`src/rtl/ysyx_25060170_define.sv`:
```
// Shared macro definitions for the ysyx_25060170 core: reset level, trap encoding
// and commit-queue state encodings.
`ifndef YSYX_25060170_DEFINE_SV
`define YSYX_25060170_DEFINE_SV

`define ysyx_25060170_RSTABLE 1'b0
`define EBREAK_TRAP           32'h00100073
`define ysyx_25060170_CQ_RUN  1'b0
`define ysyx_25060170_CQ_HALT 1'b1

`endif

```
`src/rtl/ysyx_25060170_commit_queue_pkg.sv`:
```
// Types shared by the commit queue and its storage FIFO.
`include "ysyx_25060170_define.sv"

package ysyx_25060170_commit_queue_pkg;

    typedef enum logic {
        CQ_RUN  = `ysyx_25060170_CQ_RUN,
        CQ_HALT = `ysyx_25060170_CQ_HALT
    } cq_state_e;

    localparam int unsigned CNT_W = 64;

endpackage

```
`src/rtl/ysyx_25060170_sync_fifo.sv`:
```
// Registered-output-free synchronous FIFO; head entry read directly from storage,
// so a write becomes visible only after the pointer update at the next edge.
`include "ysyx_25060170_define.sv"

module ysyx_25060170_sync_fifo
    import ysyx_25060170_commit_queue_pkg::*;
#(
    parameter int unsigned WIDTH = 64,
    parameter int unsigned DEPTH = 4
) (
    input  logic             clk,
    input  logic             rst,
    input  logic             push,
    input  logic [WIDTH-1:0] wdata,
    input  logic             pop,
    output logic [WIDTH-1:0] rdata,
    output logic             full,
    output logic             empty
);

    localparam int unsigned IDX_W = $clog2(DEPTH);
    localparam int unsigned PTR_W = IDX_W + 1;

    logic [PTR_W-1:0] wr_ptr_q, wr_ptr_d;
    logic [PTR_W-1:0] rd_ptr_q, rd_ptr_d;
    logic [WIDTH-1:0] mem_q [DEPTH];
    logic             do_push;
    logic             do_pop;

    // Extra pointer MSB distinguishes full from empty when the indices match.
    assign empty = (wr_ptr_q == rd_ptr_q);
    assign full  = (wr_ptr_q[PTR_W-1] != rd_ptr_q[PTR_W-1]) &&
                   (wr_ptr_q[IDX_W-1:0] == rd_ptr_q[IDX_W-1:0]);
    assign rdata = mem_q[rd_ptr_q[IDX_W-1:0]];

    always_comb begin
        do_push  = push && !full;
        do_pop   = pop && !empty;
        wr_ptr_d = wr_ptr_q;
        rd_ptr_d = rd_ptr_q;
        if (do_push) wr_ptr_d = wr_ptr_q + 1'b1;
        if (do_pop)  rd_ptr_d = rd_ptr_q + 1'b1;
    end

    always_ff @(posedge clk) begin
        if (rst == `ysyx_25060170_RSTABLE) begin
            wr_ptr_q <= '0;
            rd_ptr_q <= '0;
        end else begin
            wr_ptr_q <= wr_ptr_d;
            rd_ptr_q <= rd_ptr_d;
        end
    end

    // Storage is never cleared; a write coinciding with reset is dropped.
    always_ff @(posedge clk) begin
        if (do_push && (rst != `ysyx_25060170_RSTABLE))
            mem_q[wr_ptr_q[IDX_W-1:0]] <= wdata;
    end

endmodule

```
`src/rtl/ysyx_25060170_commit_queue.sv`:
```
// Commit-to-trace queue: buffers retired instructions for a trace consumer,
// stops accepting after an ebreak is handed over, and counts handed-over entries.
`include "ysyx_25060170_define.sv"

module ysyx_25060170_commit_queue
    import ysyx_25060170_commit_queue_pkg::*;
#(
    parameter int unsigned DEPTH = 4,
    parameter int unsigned XLEN  = 32
) (
    input  logic             clk,
    input  logic             rst,
    input  logic             cmt_valid_i,
    input  logic [XLEN-1:0]  cmt_pc_i,
    input  logic [XLEN-1:0]  cmt_inst_i,
    output logic             cmt_ready_o,
    output logic             trc_valid_o,
    output logic [XLEN-1:0]  trc_pc_o,
    output logic [XLEN-1:0]  trc_inst_o,
    input  logic             trc_ready_i,
    output logic             trc_ebreak_o,
    output logic             halt_o,
    output logic [CNT_W-1:0] retired_cnt_o
);

    cq_state_e          state_q, state_d;
    logic [CNT_W-1:0]   cnt_q, cnt_d;
    logic               fifo_full;
    logic               fifo_empty;
    logic               push;
    logic               pop;
    logic [2*XLEN-1:0]  head;

    ysyx_25060170_sync_fifo #(
        .WIDTH (2 * XLEN),
        .DEPTH (DEPTH)
    ) u_fifo (
        .clk   (clk),
        .rst   (rst),
        .push  (push),
        .wdata ({cmt_pc_i, cmt_inst_i}),
        .pop   (pop),
        .rdata (head),
        .full  (fifo_full),
        .empty (fifo_empty)
    );

    // Ready depends only on registered state, never on trc_ready_i.
    assign cmt_ready_o   = !fifo_full && (state_q == CQ_RUN);
    assign trc_valid_o   = !fifo_empty;
    assign trc_pc_o      = head[2*XLEN-1:XLEN];
    assign trc_inst_o    = head[XLEN-1:0];
    assign trc_ebreak_o  = (trc_inst_o == XLEN'(`EBREAK_TRAP));
    assign halt_o        = (state_q == CQ_HALT);
    assign retired_cnt_o = cnt_q;

    assign push = cmt_valid_i && cmt_ready_o;
    assign pop  = trc_valid_o && trc_ready_i;

    always_comb begin
        state_d = state_q;
        cnt_d   = cnt_q;
        if (pop) begin
            cnt_d = cnt_q + 1'b1;
            if (trc_ebreak_o) state_d = CQ_HALT;
        end
    end

    always_ff @(posedge clk) begin
        if (rst == `ysyx_25060170_RSTABLE) begin
            state_q <= CQ_RUN;
            cnt_q   <= '0;
        end else begin
            state_q <= state_d;
            cnt_q   <= cnt_d;
        end
    end

endmodule

```
`config.mk`:
```
export PLATFORM = sky130hd
export DESIGN_NAME = ysyx_25060170_commit_queue
export DESIGN_NICKNAME = d
export VERILOG_FILES = /design/src/rtl/ysyx_25060170_commit_queue_pkg.sv /design/src/rtl/ysyx_25060170_sync_fifo.sv /design/src/rtl/ysyx_25060170_commit_queue.sv
export VERILOG_INCLUDE_DIRS = /design/src /design/src/rtl
export SDC_FILE = /design/constraint.sdc
export NUM_CORES = 1
export LEC_CHECK = 0
export CAP_MARGIN = 10
export CORE_ASPECT_RATIO = 1.2
export CORE_MARGIN = 3
export CORE_UTILIZATION = 55
export DETAILED_ROUTE_END_ITERATION = 10
export DONT_BUFFER_PORTS = 1
export GPL_TIMING_DRIVEN = 0
export PLACE_DENSITY = 0.68
export REMOVE_ABC_BUFFERS = 1
export SLEW_MARGIN = 20
export SYNTH_ARGS = -nofsm -noshare
export SYNTH_HDL_FRONTEND = slang
export SYNTH_SLANG_ARGS = --single-unit
export TNS_END_PERCENT = 30
```
`constraint.sdc`:
```
create_clock -name clk -period 3.32 [get_ports clk]
set_input_delay 0.332 -clock clk [delete_from_list [all_inputs] [get_ports clk]]
set_output_delay 0.332 -clock clk [all_outputs]
set_load 0.01 [all_outputs]
```
==> flow_summary.ini <==
[logic_synthesis]
postSynthCellCount = 785
async_flop_share_pct = 0
synth_top_flop_cell = edfxtp_1
syn_avg_cell_area_sq_um = 16.56
ys_types = 45
ys_seq_area_share_pct = 70.40
ys_warn_count = 0
netlist_area_sq_mm = 0.01300
ys_ff_latch = 329
synth_edf_count = 256

[global_routing]
grt_max_degree = 45
grt_pass1_vias = 7611
globalRouteTotalUtil_pct = 21.59
grt_overflow = 0
antenna_found_initial = 1
grt_pass1_wl_um = 43740

[layout]
area_delta_synth_final_pct = 16.47
nNetsFinal = 930
fillers = 1620
fin_util_pct = 65.24
stdcell_area_sq_mm = 0.01514
layout_common_cells = 256 x edfxtp_1, 71 x dfxtp_1, 65 x dlygate4sd3_1
drive_gt1_share_pct = 16.74
layout_commonest_cell = edfxtp_1

[timing]
setup_viol = 0
fin_crit_ps = 3176
worst_pin_slew_ps = 750.0
period_share_pct = 95.68
max_slew_margin_pct = 49.62
rsz0062_at_grt = false
timing.hold.ws_ps = 136.1
drv_slew = 0
fmax_ghz = 0.3148
hold_viol = 0
finClkSkew_ps = 21.08

[drt]
ant_nets = 0
vias = 7447
firstDrtPassIters = 5
drt-total-wl_um = 27630
drt_iter0_drc = 449
wl_per_cell_um = 23.14
drc = 0
vias_per_cell = 6.237

[pwr]
leakage_nw = 4.562
power_per_cell_area_mw_per_mm2 = 596.7
ir_drop_mv = 0.4195

[critical_path]
worstSetupPathType = reg -> out
arrival_ps = 2840
crit_required_ps = 2990
end_kind = primary output
cp_max_fo = 9
r2r_slack_ps = 450
cp-start-kind = flip-flop

[die]
start_util_pct = 56.01
row_count = 61
die_area_sq_mm = 0.02552
io_pins = 200
core-area_sq_mm = 0.02320
die_h_um = 174.4
dieWidth_um = 146.3

[flow_run]
drv_cap = 0

[clocking]
ctsLongestPathBuffers = 3
cts-htree-levels = 1
cts_made_buffers = 31
cts_tree = done
path_clk_slew_ps = 70
insertion_delay_ps = 550
cts_sinks = 329
cts_root_buf = clkbuf_16

[placed_design]
portBuffers = 0
dp_hpwl_um = 17160
place_area_sq_mm = 0.01342
place_congestion = 0.8695

[min_path]
worst_hold_path_type = in -> reg

[run_status]
outcome = finished, final reports clean
[cell usage after synthesis, types with 2 or more instances]
library cell,instances,area (sq um)
and3_1,12,75.07
inv_1,9,33.78
dfxtp_1,73,1461
or3_2,2,15.01
mux4_2,64,1441
buf_1,6,22.52
nand4_1,29,181.4
or3_1,13,81.33
o311a_2,2,22.52
buf_2,3,15.01
nand2b_1,3,18.77
or4_1,25,187.7
and2_1,5,31.28
o41ai_1,5,43.79
nand2_1,29,108.9
and4_1,10,87.58
nor2_1,29,108.9
edfxtp_1,256,7687
o21ai_0,12,60.06
a21oi_1,43,215.2
o311ai_0,4,35.03
xor2_1,10,87.58
clkbuf_1,31,116.4
nor4_1,13,81.33
xor2_2,3,48.80
nor3_1,7,35.03
or4_2,2,17.52
or4b_2,2,20.02
o21a_1,3,22.52
ha_1,6,75.07
o31ai_1,27,202.7
nand3_1,22,110.1
xnor2_1,13,113.9
[metal layers]
metal  share of wire, %  global-route usage [%]
met5                  0                       0
met4                2.0                   5.882
met3                9.5                   7.379
met2                 52                   37.25
met1                 37                   26.11
[cell families after synthesis]
logic type,count (synthesis),synth area share [%]
mux,64,11.09
buf+inv,50,1.531
fa+ha+maj,6,0.5776
flops,329,70.40
xor+xnor,26,1.925
simple gates,210,9.435
compound gates,100,5.045
[critical path, cell delays in order (launching register included)]
cell and delay [ps]:
dfxtp_4 410, buf_12 150, mux4_2 570, nor4_1 530, nand4_1 320, nor2_1 310
[stage by stage]
step | TNS (ps) | worst slack (ps) | instances | power (mW)
6_report | 0 | 143.5 | 1194 | 9.032
3_5_place_dp | 0 | 123.3 | 1066 | 5.664
3_3_place_gp | -350080 | -2794 | 1059 | 5.677
5_1_grt | 0 | 26.64 | 1194 | 9.361
4_1_cts | 0 | 16.61 | 1192 | 9.120
2_1_floorplan | -29590 | -1072 | 744 | 5.442
[cell type report]
type | instances | area, sq um | share of cell area (%)
Tap cell | 315 | 394.1 | 2.604
Inverter | 9 | 33.78 | 0.2232
Timing Repair Buffer | 79 | 914.6 | 6.042
Sequential cell | 329 | 9156 | 60.49
Clock buffer | 35 | 790.8 | 5.224
Antenna cell | 1 | 2.502 | 0.01653
Clock inverter | 20 | 163.9 | 1.083
Multi-Input combinational cell | 406 | 3681 | 24.32
[report_power, final]
group	leakage, nW	internal, mW	switching (mW)	total, mW
combinational	1.20	0.510	0.599	1.11
sequential	2.92	4.55	0.0626	4.61
clock	0.445	1.86	1.45	3.31
total	4.56	6.92	2.11	9.03
[final timing paths]
check,end,cells after the start,from
max,trc_ebreak_o,5,flip-flop
min reg2reg,retired_cnt_o[63],2,retired_cnt_o[63]
max reg2reg,retired_cnt_o[51],5,retired_cnt_o[5]
min,retired_cnt_o[1],3,trc_ready_i
[sequential cells by signal (all words and copies together), names as in the netlist, named ones only]
signal and flops:
u_fifo.mem_q 256, halt_o 1, retired_cnt_o 64, u_fifo.rd_ptr_q 3, u_fifo.wr_ptr_q 3
[repair_timing]
action                                  4_1_cts  5_1_grt
gates resized for setup                       0        2
endpoints found under the hold margin       262        0
endpoints found under the setup margin        1        1
hold buffers                                 65        0
cloned                                        0        0
setup buffers                                 6        0
Note: power is estimated with default switching activity, not from simulation.
